`config.mk`:
```
export PLATFORM = sky130hd
export DESIGN_NAME = axi4_rrch_sender_burst
export DESIGN_NICKNAME = d
export VERILOG_FILES = /design/src/rtl/axi4_rab_pkg.sv /design/src/rtl/axi4_drop_fifo.sv /design/src/rtl/axi4_rrch_sender_burst.sv
export SDC_FILE = /design/constraint.sdc
export NUM_CORES = 1
export LEC_CHECK = 0
export ABC_AREA = 1
export CORE_UTILIZATION = 53
export CTS_CLUSTER_DIAMETER = 40
export DETAILED_ROUTE_END_ITERATION = 6
export PLACE_DENSITY = 0.85
export SETUP_SLACK_MARGIN = 0.4
export SLEW_MARGIN = 10
export SYNTH_ARGS = -nofsm -noshare
export SYNTH_HDL_FRONTEND = slang
export SYNTH_HIERARCHICAL = 1
export SYNTH_SLANG_ARGS = --single-unit
```
`constraint.sdc`:
```
create_clock -name axi4_aclk -period 5.2 [get_ports axi4_aclk]
set_input_delay 1.3 -clock axi4_aclk [delete_from_list [all_inputs] [get_ports axi4_aclk]]
set_output_delay 1.3 -clock axi4_aclk [all_outputs]
set_load 0.005 [all_outputs]
```
`src/rtl/axi4_rab_pkg.sv`:
```
// Shared types for the AXI4 R-channel drop/inject blocks.
// The drop queue carries one entry per dropped read transaction.
package axi4_rab_pkg;

    localparam logic [1:0] RESP_OKAY   = 2'b00;
    localparam logic [1:0] RESP_SLVERR = 2'b10;
    localparam logic [1:0] RESP_DECERR = 2'b11;

    localparam int LEN_W  = 8;
    localparam int RESP_W = 2;

    typedef enum logic [1:0] {
        IDLE,
        PASS,
        DROP
    } rrch_state_t;

    // ID width is a per-instance parameter, so the top pairs this
    // with its own ID field to form the full queue entry.
    typedef struct packed {
        logic [LEN_W-1:0]  len;
        logic [RESP_W-1:0] resp;
    } drop_ctl_t;

    localparam int DROP_CTL_W = $bits(drop_ctl_t);

    function automatic logic is_err_resp(input logic [1:0] r);
        return (r == RESP_SLVERR) || (r == RESP_DECERR);
    endfunction

endpackage

```
`src/rtl/axi4_drop_fifo.sv`:
```
// Synchronous valid/ready FIFO holding pending drop entries.
// in_ready_o is a registered !full, so a same-cycle pop never admits a push.
module axi4_drop_fifo #(
    parameter int DATA_WIDTH = 8,
    parameter int DEPTH      = 4
) (
    input  logic                  clk_i,
    input  logic                  rst_ni,
    input  logic                  in_valid_i,
    input  logic [DATA_WIDTH-1:0] in_data_i,
    output logic                  in_ready_o,
    output logic                  out_valid_o,
    output logic [DATA_WIDTH-1:0] out_data_o,
    input  logic                  out_ready_i
);

    localparam int AW = $clog2(DEPTH);

    logic [DATA_WIDTH-1:0] mem_q [DEPTH];
    logic [AW-1:0]         wr_ptr_q, wr_ptr_d;
    logic [AW-1:0]         rd_ptr_q, rd_ptr_d;
    logic [AW:0]           cnt_q, cnt_d;
    logic                  full_q, full_d;
    logic                  push, pop;

    assign in_ready_o  = !full_q;
    assign out_valid_o = (cnt_q != '0);
    assign out_data_o  = mem_q[rd_ptr_q];

    assign push = in_valid_i && !full_q;
    assign pop  = out_valid_o && out_ready_i;

    always_comb begin
        wr_ptr_d = wr_ptr_q;
        rd_ptr_d = rd_ptr_q;
        cnt_d    = cnt_q;
        if (push) begin
            wr_ptr_d = wr_ptr_q + 1'b1;
        end
        if (pop) begin
            rd_ptr_d = rd_ptr_q + 1'b1;
        end
        if (push && !pop) begin
            cnt_d = cnt_q + 1'b1;
        end else if (!push && pop) begin
            cnt_d = cnt_q - 1'b1;
        end
        full_d = (cnt_d == (AW+1)'(DEPTH));
    end

    always_ff @(posedge clk_i or negedge rst_ni) begin
        if (!rst_ni) begin
            wr_ptr_q <= '0;
            rd_ptr_q <= '0;
            cnt_q    <= '0;
            full_q   <= 1'b0;
        end else begin
            wr_ptr_q <= wr_ptr_d;
            rd_ptr_q <= rd_ptr_d;
            cnt_q    <= cnt_d;
            full_q   <= full_d;
        end
    end

    always_ff @(posedge clk_i or negedge rst_ni) begin
        if (!rst_ni) begin
            for (int i = 0; i < DEPTH; i++) begin
                mem_q[i] <= '0;
            end
        end else if (push) begin
            mem_q[wr_ptr_q] <= in_data_i;
        end
    end

endmodule

```
`src/rtl/axi4_rrch_sender_burst.sv`:
```
// AXI4 R-channel pass-through that injects full error bursts for
// dropped reads, alternating with slave bursts at burst boundaries.
module axi4_rrch_sender_burst
    import axi4_rab_pkg::*;
#(
    parameter int C_AXI_DATA_WIDTH  = 32,
    parameter int C_AXI_ID_WIDTH    = 4,
    parameter int C_AXI_USER_WIDTH  = 4,
    parameter int C_DROP_FIFO_DEPTH = 4
) (
    input  logic                        axi4_aclk,
    input  logic                        axi4_arstn,
    input  logic [C_AXI_ID_WIDTH-1:0]   trans_id,
    input  logic [7:0]                  trans_len,
    input  logic [1:0]                  trans_resp,
    input  logic                        trans_drop,
    output logic                        trans_ready,
    output logic [C_AXI_ID_WIDTH-1:0]   s_axi4_rid,
    output logic [C_AXI_DATA_WIDTH-1:0] s_axi4_rdata,
    output logic [1:0]                  s_axi4_rresp,
    output logic                        s_axi4_rlast,
    output logic [C_AXI_USER_WIDTH-1:0] s_axi4_ruser,
    output logic                        s_axi4_rvalid,
    input  logic                        s_axi4_rready,
    input  logic [C_AXI_ID_WIDTH-1:0]   m_axi4_rid,
    input  logic [C_AXI_DATA_WIDTH-1:0] m_axi4_rdata,
    input  logic [1:0]                  m_axi4_rresp,
    input  logic                        m_axi4_rlast,
    input  logic [C_AXI_USER_WIDTH-1:0] m_axi4_ruser,
    input  logic                        m_axi4_rvalid,
    output logic                        m_axi4_rready
);

    typedef struct packed {
        logic [C_AXI_ID_WIDTH-1:0] id;
        drop_ctl_t                 ctl;
    } drop_entry_t;

    localparam int ENTRY_W = $bits(drop_entry_t);

    rrch_state_t state_q, state_d;
    logic [7:0]  beat_cnt_q, beat_cnt_d;
    logic        last_was_master_q, last_was_master_d;

    drop_entry_t push_e, q_e;
    logic        q_valid;
    logic        q_pop;
    logic        drop_sel;
    logic        inject;
    logic        is_last;

    always_comb begin
        push_e          = '0;
        push_e.id       = trans_id;
        push_e.ctl.len  = trans_len;
        push_e.ctl.resp = trans_resp;
    end

    axi4_drop_fifo #(
        .DATA_WIDTH (ENTRY_W),
        .DEPTH      (C_DROP_FIFO_DEPTH)
    ) u_drop_fifo (
        .clk_i       (axi4_aclk),
        .rst_ni      (axi4_arstn),
        .in_valid_i  (trans_drop),
        .in_data_i   (push_e),
        .in_ready_o  (trans_ready),
        .out_valid_o (q_valid),
        .out_data_o  (q_e),
        .out_ready_i (q_pop)
    );

    assign drop_sel = q_valid && (!m_axi4_rvalid || last_was_master_q);
    assign is_last  = (beat_cnt_q == q_e.ctl.len);

    always_comb begin
        state_d           = state_q;
        beat_cnt_d        = beat_cnt_q;
        last_was_master_d = last_was_master_q;
        q_pop             = 1'b0;
        inject            = 1'b0;

        s_axi4_rid    = m_axi4_rid;
        s_axi4_rdata  = m_axi4_rdata;
        s_axi4_rresp  = m_axi4_rresp;
        s_axi4_rlast  = m_axi4_rlast;
        s_axi4_ruser  = m_axi4_ruser;
        s_axi4_rvalid = m_axi4_rvalid;
        m_axi4_rready = s_axi4_rready;

        unique case (state_q)
            IDLE: begin
                if (drop_sel) begin
                    inject = 1'b1;
                    // An unaccepted beat locks the grant so it stays stable.
                    if (!s_axi4_rready) begin
                        state_d = DROP;
                    end else if (is_last) begin
                        q_pop             = 1'b1;
                        last_was_master_d = 1'b0;
                    end else begin
                        beat_cnt_d = beat_cnt_q + 8'd1;
                        state_d    = DROP;
                    end
                end else if (m_axi4_rvalid) begin
                    if (s_axi4_rready && m_axi4_rlast) begin
                        last_was_master_d = 1'b1;
                    end else begin
                        state_d = PASS;
                    end
                end
            end
            PASS: begin
                if (m_axi4_rvalid && s_axi4_rready && m_axi4_rlast) begin
                    last_was_master_d = 1'b1;
                    state_d           = IDLE;
                end
            end
            DROP: begin
                inject = 1'b1;
                if (s_axi4_rready) begin
                    if (is_last) begin
                        q_pop             = 1'b1;
                        beat_cnt_d        = 8'd0;
                        last_was_master_d = 1'b0;
                        state_d           = IDLE;
                    end else begin
                        beat_cnt_d = beat_cnt_q + 8'd1;
                    end
                end
            end
            default: begin
                state_d = IDLE;
            end
        endcase

        if (inject) begin
            s_axi4_rid    = q_e.id;
            s_axi4_rdata  = '0;
            s_axi4_rresp  = q_e.ctl.resp;
            s_axi4_rlast  = is_last;
            s_axi4_ruser  = '0;
            s_axi4_rvalid = 1'b1;
            m_axi4_rready = 1'b0;
        end
    end

    always_ff @(posedge axi4_aclk or negedge axi4_arstn) begin
        if (!axi4_arstn) begin
            state_q           <= IDLE;
            beat_cnt_q        <= 8'd0;
            last_was_master_q <= 1'b0;
        end else begin
            state_q           <= state_d;
            beat_cnt_q        <= beat_cnt_d;
            last_was_master_q <= last_was_master_d;
        end
    end

endmodule

```
==> results of run 1 <==
-- registers in the layout, indices dropped and copies added (netlist names) --
signal / flops
state_q: 2
last_was_master_q: 1
u_drop_fifo/mem_q: 56
u_drop_fifo/wr_ptr_q: 2
beat_cnt_q: 8
u_drop_fifo/cnt_q: 3
u_drop_fifo/rd_ptr_q: 2
u_drop_fifo/full_q: 1
-- cell usage in the layout, fill, tap and decap left out, drive strengths merged --
| master | n |
|---|---|
| a211oi | 1 |
| a21oi | 6 |
| buf | 6 |
| bufinv | 2 |
| clkbuf | 12 |
| clkdlybuf4s50 | 106 |
| clkinv | 2 |
| dfrtp | 75 |
| ha | 11 |
| inv | 86 |
| nand2 | 143 |
| nand3 | 12 |
| nand4 | 5 |
| nor2 | 78 |
| nor3 | 2 |
| o21ai | 98 |
| o22ai | 14 |
| o31ai | 1 |
| xnor2 | 6 |
| xor2 | 6 |
-- critical path, delay by kind of cell --
kind	cells	cell delay, ns
simple gates	3	0.34
compound gates	1	0.23
buf+inv	5	1.43
-- worst min path at each step --
stage / to / cells after the start
6_report: u_drop_fifo/mem_q[40]$_DFFE_PN0P_ / 2
5_1_grt: u_drop_fifo/mem_q[30]$_DFFE_PN0P_ / 2
4_1_cts: u_drop_fifo/mem_q[40]$_DFFE_PN0P_ / 2
3_5_place_dp: u_drop_fifo/mem_q[36]$_DFFE_PN0P_ / 2
3_3_place_gp: u_drop_fifo/mem_q[21]$_DFFE_PN0P_ / 2
2_1_floorplan: u_drop_fifo/mem_q[14]$_DFFE_PN0P_ / 2
-- per-stage QoR --
stage	cell area (sq um)	std cells	total power [mW]
finish	5610	774	3.27
global route	5610	774	3.53
CTS	5610	774	3.28
detailed placement	5390	758	2.77
global placement	5390	758	2.68
floorplan	4260	565	2.11
-- power by group through the flow --
stage	combinational [mW]	sequential, mW	clock (mW)
6_report	1.76	1.01	0.497
5_1_grt	1.96	1.03	0.531
4_1_cts	1.77	1.00	0.504
3_5_place_dp	1.76	1.01	0
3_3_place_gp	1.68	0.996	0
2_1_floorplan	1.14	0.970	0
-- kinds of logic after synthesis --
family | synth area share [%]
DFF | 44.0
AOI/OAI and AO/OA | 15.2
buffers and inverters | 10.3
xor gates and xnor gates | 2.47
adders and majority gates | 3.23
and+or+nand+nor | 24.8
-- routing by layer --
metal | vias up | track usage (%) | wire length [um] | share of wire (%)
met5 | - | 0 | 0 | 0
met4 | 0 | 11.4 | 235 | 2.1
met3 | 26 | 6.55 | 793 | 7.1
met2 | 197 | 48.3 | 5570 | 50
met1 | 1907 | 33.6 | 4510 | 41
li1 | 1979 | - | - | -
-- cell type report --
| cell class | instances | area share [%] |
|---|---|---|
| clock buffers | 12 | 2.59 |
| clock inverters | 4 | 1.32 |
| inverters | 86 | 6.02 |
| multi-input cells | 383 | 34.7 |
| flip-flops and latches | 75 | 33.5 |
| well taps | 102 | 2.28 |
| repair buffers | 112 | 19.7 |
==> results.toml, run 1 <==
[run_status]
status = "completed"

[sta]
slew_viol_final = 0
relSlewSlack_pct = 31.9
fin_skew_ns = 0.0109
period_needed_ns = 4.60
hold_viol_final = 0
setup_tns_ns = 0
fin_crit_sh_pct = 88.6
rsz0062_at_grt = "false"
setup_viol = 0
setup_ws_ns = 0.595
worst_slew_pin_slew_ns = 1.02
max_freq_mhz = 217
hold_slack_ns = 0.489

[worst_setup_path]
r2r_end = "u_drop_fifo/full_q$_DFF_PN0_"
reg2reg_setup_slack_ns = 2.15
cp-endpoint = "s_axi4_ruser[1]"
worstRegToRegCells = 15
cp-end-kind = "output pin"
path_class = "input port to output pin"
crit_chain = "clkdlybuf4s50_1 > inv_1 > o21ai_1 > nor2_1 > inv_1 > nand2_2 > buf_4 > nor2_1 > clkdlybuf4s50_1"
worstSetupStartpointType = "input port"
cp_slowest_cell = "clkdlybuf4s50_1"
startpoint = "m_axi4_rvalid"
cp.required_ns = 3.90
crit_fanout = 37
r2r_start = "u_drop_fifo/rd_ptr_q[0]$_DFFE_PN0P_"
arrival_ns = 3.30
cpPeakStageDelay_ns = 0.53

[power_and_ir_drop]
p_clk_share_pct = 15.2
internal_power_mw = 1.90
combPwrFrac_pct = 54.0
power.density_nw_per_um2 = 582
switching_share_pct = 41.7
ir_drop_uv = 296
p_sw_mw = 1.36
seqPwrFrac_pct = 30.8
p_leak_nw = 2.82

[layout]
seqCellArea_sq_um = 1880
fin_util_pct = 72.2
n_antenna_cell = 0
final_nets = 740
fill_cells = 581
multiInputGateArea_sq_um = 1940
layout-drive-gt1-share_pct = 8.18
synthToLayoutAreaGrowth_pct = 31.6

[detailed_routing]
wl_um = 11100
vias = 4109
routed_via_density = 5.31
drc_errors = 0
detail-route-antenna-nets = 0
firstDrtPassIters = 5
detail_route.iter0.violations = 243
avgRoutedWirePerCell_um = 14.4

[clocking]
holdBufCountCts = 0
cts_root_buffer = "clkbuf_8"
clock_sinks = 75
cts_tree = "yes"
cts_setup_buffers = 0
postCtsResizedCells = 0
clock_latency_ns = 0.36
path_clk_slew_ns = 0.07
cts_buffers = 9
htreeDepth = 3
cts_max_path_buffers = 2

[synth]
synthTopCellsByArea = "dfrtp_1 44%, nand2_1 11%, o21ai_1 6.8%"
syn-instance-count = 565
postSynthAreaPerCell_sq_um = 7.54
yosys_register_bits = 75
synth_top_area_cell = "dfrtp_1"
ys.flop_type = "dfrtp_1"
postSynth.asyncResetShare_pct = 100
synth_common_cells = "125 x nand2_1, 77 x inv_1, 76 x nor2_1, 75 x dfrtp_1, 58 x o21ai_1"
synth_fp_nets = 638
yosys.cell_types.count = 28
synth_edf_count = 0
yosys.area.top_type_share_pct = 44.0
yosys_warnings = 6
seq_area_frac_synth_pct = 44.0
yosysMostFrequentCell = "nand2_1"
synth_area_sq_um = 4260

[die]
io_pins = 108
initial_utilization_pct = 54.9
coreArea_sq_um = 7770
die_area_sq_um = 8400
die_h_um = 91.7
rows = 32
fp.dieW_um = 91.7

[grt]
grt_overflow_total = 0
grt_pass1_wl_um = 18400
grt_pass1_vias = 3905
grt_max_degree = 46
antenna_found_initial = 0
grt.total_usage_pct = 28.0

[job]
drv_cap = 0

[worst_hold_path]
hold_path.class = "flop to flop"
hold_start = "u_drop_fifo/mem_q[40]$_DFFE_PN0P_"

[placement]
gp_congestion = 0.897
pre_cts_slack_ns = 0.625
port-buffer-count = 107
dp_hpwl_um = 7780
(Power assumes the default switching activity.)
==> run 2, diff against run 1 <==
--- a/config.mk
+++ b/config.mk
@@ -6,7 +6,9 @@
 export NUM_CORES = 1
 export LEC_CHECK = 0
 export ABC_AREA = 1
+export CAP_MARGIN = 5
 export CORE_UTILIZATION = 53
+export CTS_BUF_LIST = sky130_fd_sc_hd__clkbuf_16
 export CTS_CLUSTER_DIAMETER = 40
 export DETAILED_ROUTE_END_ITERATION = 6
 export PLACE_DENSITY = 0.85
==> run 2 against run 1 <==
  * Worst setup slack lost 0.0039 ns
  * Core utilization grew 1.2 points
  * Worst hold slack lost 0.0056 ns
  * Sequential share of layout area shrank 0.54 points
  * Sequential power is essentially flat
  * Maximum frequency is essentially flat
  * First-iteration DRC count grew 53%
  * Critical path depth is the same
  * Register-to-register slack lost 0.05 ns
  * Final area grew 1.6%
  * Die area is the same
  * Flip-flop and latch count is the same
==> results.toml, run 2 (synthesized netlist as in run 1, its figures left out) <==
[sta]
rsz0062_at_grt = "false"
setup_viol = 0
max_freq_mhz = 217
hold_viol_final = 0
slew_viol_final = 0
worst_slew_pin_slew_ns = 1.01
setup_tns_ns = 0
period_needed_ns = 4.61
fin_skew_ns = 0.00528
fin_crit_sh_pct = 88.6
setup_ws_ns = 0.591
relSlewSlack_pct = 32.4

[detailed_routing]
avgRoutedWirePerCell_um = 14.4
routed_via_density = 5.29
vias = 4098
detail-route-antenna-nets = 0
drc_errors = 0
detail_route.iter0.violations = 371
firstDrtPassIters = 6
wl_um = 11200

[layout]
layout-drive-gt1-share_pct = 8.04
multiInputGateArea_sq_um = 1940
top_regs = "u_drop_fifo/mem_q (56), beat_cnt_q (8), u_drop_fifo/cnt_q (3)"
layout_commonest_cell = "nand2_1"
largest_reg_flops = 56
mostFrequentLayoutCells = "125 x nand2_1, 106 x clkdlybuf4s50_1, 79 x inv_1"
top_register = "u_drop_fifo/mem_q"
final_nets = 740
synthToLayoutAreaGrowth_pct = 33.8
seqCellArea_sq_um = 1880
fin_util_pct = 73.4
n_antenna_cell = 0
fill_cells = 558

[grt]
grt_overflow_total = 0
grt.total_usage_pct = 27.8
grt_pass1_wl_um = 18400
grt_pass1_vias = 3837
grt_max_degree = 46
antenna_found_initial = 0

[clocking]
cts_buffers = 9
clock_latency_ns = 0.33
clock_sinks = 75
cts_root_buffer = "clkbuf_16"
postCtsResizedCells = 0
cts_tree = "yes"
cts_max_path_buffers = 2
cts_setup_buffers = 0
path_clk_slew_ns = 0.06
htreeDepth = 3
holdBufCountCts = 0

[job]
drv_cap = 0

[die]
coreArea_sq_um = 7770
initial_utilization_pct = 54.9
die_area_sq_um = 8400
rows = 32
die_h_um = 91.7
fp.dieW_um = 91.7
io_pins = 108

[placement]
dp_hpwl_um = 7780
gp_congestion = 0.897
pre_cts_slack_ns = 0.625
port-buffer-count = 107

[power_and_ir_drop]
p_sw_mw = 1.39
p_clk_share_pct = 18.7
switching_share_pct = 40.5
power.density_nw_per_um2 = 600
seqPwrFrac_pct = 29.6
internal_power_mw = 2.04
ir_drop_uv = 279
p_leak_nw = 2.87
combPwrFrac_pct = 51.8

[worst_setup_path]
crit_fanout = 37
cp.required_ns = 3.90
worstSetupStartpointType = "input port"
startpoint = "m_axi4_rvalid"
path_class = "input port to output pin"
cp-end-kind = "output pin"
r2r_start = "u_drop_fifo/rd_ptr_q[0]$_DFFE_PN0P_"
arrival_ns = 3.31

[worst_hold_path]
hold_start = "u_drop_fifo/mem_q[40]$_DFFE_PN0P_"
hold_path.class = "flop to flop"

[run_status]
status = "completed"
run 2: cell types whose count changed in the layout (fill, tap and decap cells not counted):
| cell | change |
|---|---|
| clkbuf_1 | -2 |
| inv_1 | +2 |
| clkbuf_8 | -10 |
| clkinv_1 | +1 |
| clkbuf_16 | +9 |
run 2: power by group through the flow:
stage / sequential, mW / combinational, mW / clock [mW]
floorplan: 0.970 / 1.14 / 0
global placement: 0.996 / 1.68 / 0
detailed placement: 1.01 / 1.76 / 0
CTS: 1.01 / 1.77 / 0.647
global route: 1.04 / 1.97 / 0.676
finish: 1.01 / 1.77 / 0.639
run 2: worst paths after layout:
kind	to	slack, ns	depth (start not counted)
max	s_axi4_ruser[1]	0.59	9
min	u_drop_fifo/mem_q[40]$_DFFE_PN0P_	0.48	2
max reg2reg	u_drop_fifo/full_q$_DFF_PN0_	2.10	15
min reg2reg	u_drop_fifo/mem_q[40]$_DFFE_PN0P_	0.48	2
max in group asynchronous	u_drop_fifo/mem_q[50]$_DFFE_PN0P_	3.07	2
min in group asynchronous	u_drop_fifo/full_q$_DFF_PN0_	1.15	1
run 2: per-stage QoR:
stage                     std cells  power, mW  area [sq um]  hold WS (ns)
after floorplan                 565       2.11          4260         0.454
after global placement          758       2.68          5390         0.465
after detailed placement        758       2.77          5390         0.473
after CTS                       774       3.43          5700         0.487
after global routing            774       3.68          5700         0.500
final                           774       3.42          5700         0.483
run 2: cell type report:
| class | count | share of cell area [%] |
|---|---|---|
| Clock inverter | 7 | 1.49 |
| Timing Repair Buffer | 112 | 19.4 |
| Clock buffer | 9 | 3.95 |
| Multi-Input combinational cell | 383 | 34.1 |
| Inverter | 86 | 5.93 |
| Tap cell | 102 | 2.24 |
| Sequential cell | 75 | 32.9 |
run 2: critical path, cell delays in order:
cell	delay, ns
clkdlybuf4s50_1	0.48
inv_1	0.07
o21ai_1	0.23
nor2_1	0.11
inv_1	0.08
nand2_2	0.10
buf_4	0.27
nor2_1	0.13
clkdlybuf4s50_1	0.53
run 2: metal layers:
layer | vias to the layer above | track usage [%] | wire (um)
met2 | 205 | 48.6 | 5650
met3 | 26 | 4.73 | 823
li1 | 1971 | - | -
met4 | 0 | 11.0 | 227
met1 | 1896 | 34.3 | 4480
met5 | - | 0 | 0
==> run 3, diff against run 2 <==
--- a/config.mk
+++ b/config.mk
@@ -7,14 +7,16 @@
 export LEC_CHECK = 0
 export ABC_AREA = 1
 export CAP_MARGIN = 5
-export CORE_UTILIZATION = 53
-export CTS_BUF_LIST = sky130_fd_sc_hd__clkbuf_16
+export CORE_UTILIZATION = 55
+export CTS_BUF_LIST = sky130_fd_sc_hd__clkbuf_4
 export CTS_CLUSTER_DIAMETER = 40
 export DETAILED_ROUTE_END_ITERATION = 6
-export PLACE_DENSITY = 0.85
+export PLACE_DENSITY = 0.88
 export SETUP_SLACK_MARGIN = 0.4
+export SKIP_CTS_REPAIR_TIMING = 1
 export SLEW_MARGIN = 10
 export SYNTH_ARGS = -nofsm -noshare
 export SYNTH_HDL_FRONTEND = slang
 export SYNTH_HIERARCHICAL = 1
 export SYNTH_SLANG_ARGS = --single-unit
+export TNS_END_PERCENT = 1
==> run 3 against run 2 <==
  * Wire length fell by 5.3%
  * First-iteration DRC count down 32%
  * Clock skew rose by 0.0030 ns
  * Clock power decreased by 45%
  * Worst hold slack gained 0.018 ns
  * Sequential share of layout area is 1.0 points higher
  * Final cell count down 0.39%
  * Critical path depth did not move
  * Flip-flop and latch count is the same
  * Final area down 3.0%
  * Maximum frequency is 0.53% higher
  * Non-clock buffer count did not move
  * Critical path type unchanged
==> results.toml, run 3 (synthesized netlist as in run 1, its figures left out) <==
[placement]
dp_hpwl_um = 7580
gp_congestion = 0.845
port-buffer-count = 107
pre_cts_slack_ns = 0.525

[worst_setup_path]
reg2reg_setup_slack_ns = 2.01
r2r_end = "u_drop_fifo/full_q$_DFF_PN0_"
crit_chain = "clkdlybuf4s50_1 > inv_1 > o21ai_1 > nor2_1 > inv_1 > nand2_4 > inv_2 > o21ai_0 > clkdlybuf4s50_1"
cp-end-kind = "output pin"
arrival_ns = 3.28
worstSetupStartpointType = "input port"
cp_slowest_cell = "clkdlybuf4s50_1"
critical_path_buf_inv_count = 5
crit_fanout = 20
worstRegToRegCells = 16
cp.required_ns = 3.90
cpPeakStageDelay_ns = 0.54
path_class = "input port to output pin"
path_delay_family = "buffers and inverters"
crit_cells = 9
r2r_start = "u_drop_fifo/rd_ptr_q[0]$_DFFE_PN0P_"

[power_and_ir_drop]
finalPower_mw = 3.12
ir_drop_uv = 355
combPwrFrac_pct = 56.6
power.density_nw_per_um2 = 564
p_leak_nw = 2.78
switching_share_pct = 43.4
p_clk_share_pct = 11.2
p_sw_mw = 1.35
seqPwrFrac_pct = 32.2
internal_power_mw = 1.76

[detailed_routing]
drc_errors = 0
detail-route-antenna-nets = 0
avgRoutedWirePerCell_um = 13.7
vias = 4022
routed_via_density = 5.22
wl_um = 10600
firstDrtPassIters = 5
detail_route.iter0.violations = 253

[clocking]
cts_root_buffer = "clkbuf_4"
cts_max_path_buffers = 2
cts_buffers = 9
path_clk_slew_ns = 0.11
htreeDepth = 3
clock_latency_ns = 0.42
clock_sinks = 75
cts_tree = "yes"

[sta]
setup_ws_ns = 0.615
slew_viol_final = 0
period_needed_ns = 4.58
worst_slew_pin_slew_ns = 0.805
setup_viol = 0
fin_skew_ns = 0.00830
setup_tns_ns = 0
fin_crit_sh_pct = 88.2
relSlewSlack_pct = 46.3
max_freq_mhz = 218
rsz0062_at_grt = "false"
hold_viol_final = 0

[layout]
n_antenna_cell = 0
top_regs = "u_drop_fifo/mem_q (56), beat_cnt_q (8), u_drop_fifo/cnt_q (3)"
largest_reg_flops = 56
layout-drive-gt1-share_pct = 8.33
synthToLayoutAreaGrowth_pct = 29.7
mostFrequentLayoutCells = "125 x nand2_1, 106 x clkdlybuf4s50_1, 77 x inv_1"
top_register = "u_drop_fifo/mem_q"
fin_util_pct = 75.0
final_nets = 740
layout_commonest_cell = "nand2_1"

[die]
die_h_um = 90.0
fp.dieW_um = 90.0
initial_utilization_pct = 57.8
rows = 31
coreArea_sq_um = 7370
die_area_sq_um = 8100
io_pins = 108

[grt]
grt.total_usage_pct = 27.4
antenna_found_initial = 0
grt_overflow_total = 0
grt_pass1_wl_um = 17800
grt_pass1_vias = 3941
grt_max_degree = 41

[worst_hold_path]
hold_path.class = "flop to flop"
hold_start = "u_drop_fifo/mem_q[33]$_DFFE_PN0P_"
worstHoldEndpoint = "u_drop_fifo/mem_q[33]$_DFFE_PN0P_"
hold-path-cell-count = 2

[job]
drv_cap = 0

[run_status]
status = "completed"
[run 3: cell count changes in the layout (fill, tap and decap cells not counted)]
cell / previous run / this run
clkbuf_16: 9 / 0
inv_1: 79 / 77
clkinv_4: 1 / 0
nand2_4: 9 / 10
clkbuf_4: 0 / 9
clkinvlp_4: 0 / 4
nand2_2: 8 / 7
bufinv_16: 2 / 1
[run 3: through the flow]
step                      hold WS [ns]  std cells  cell area [sq um]
after CTS                        0.502        771               5520
final                            0.501        771               5530
after global placement           0.466        755               5390
after floorplan                  0.454        565               4260
after detailed placement         0.473        755               5390
after global routing             0.525        771               5530
[run 3: routing by layer]
layer  GRT usage [%]  part of all wire [%]  routed length [um]  up-vias
met2            46.0                    49                5180      169
li1                -                     -                   -     1979
met5               0                     0                   0        -
met3            5.33                   7.3                 773       22
met1            33.7                    41                4380     1852
met4            13.7                   2.4                 255        0
[run 3: power by group through the flow]
stage / Combinational [mW] / Sequential (mW) / Clock [mW]
2_1_floorplan: 1.14 / 0.970 / 0
3_3_place_gp: 1.69 / 0.994 / 0
3_5_place_dp: 1.75 / 1.01 / 0
4_1_cts: 1.76 / 1.00 / 0.357
5_1_grt: 1.98 / 1.03 / 0.377
6_report: 1.76 / 1.00 / 0.349
[run 3: area by class of cell]
type	count	area, sq um
Multi-Input combinational cell	383	1950
Tap cell	99	124
Timing Repair Buffer	112	1100
Inverter	86	338
Sequential cell	75	1880
Clock buffer	9	67.6
Clock inverter	7	68.8
Fill cell	545	1840
[run 3: worst register-to-register path: cells and delay by family (launching register included)]
| kind | cells | cell delay [ns] |
|---|---|---|
| AOI/OAI and AO/OA | 2 | 0.37 |
| buffers and inverters | 2 | 0.67 |
| DFF | 1 | 0.40 |
| and+or+nand+nor | 12 | 1.69 |
[run 3: worst max-delay path by stage]
| stage | start | end | slack (ns) |
|---|---|---|---|
| floorplan | m_axi4_rvalid | s_axi4_rlast | 1.86 |
| global placement | m_axi4_rvalid | s_axi4_rlast | 0.54 |
| detailed placement | m_axi4_rvalid | s_axi4_rlast | 0.53 |
| CTS | m_axi4_rvalid | s_axi4_rlast | 0.51 |
| global route | m_axi4_rvalid | s_axi4_rlast | 0.46 |
| finish | m_axi4_rvalid | s_axi4_rlast | 0.62 |
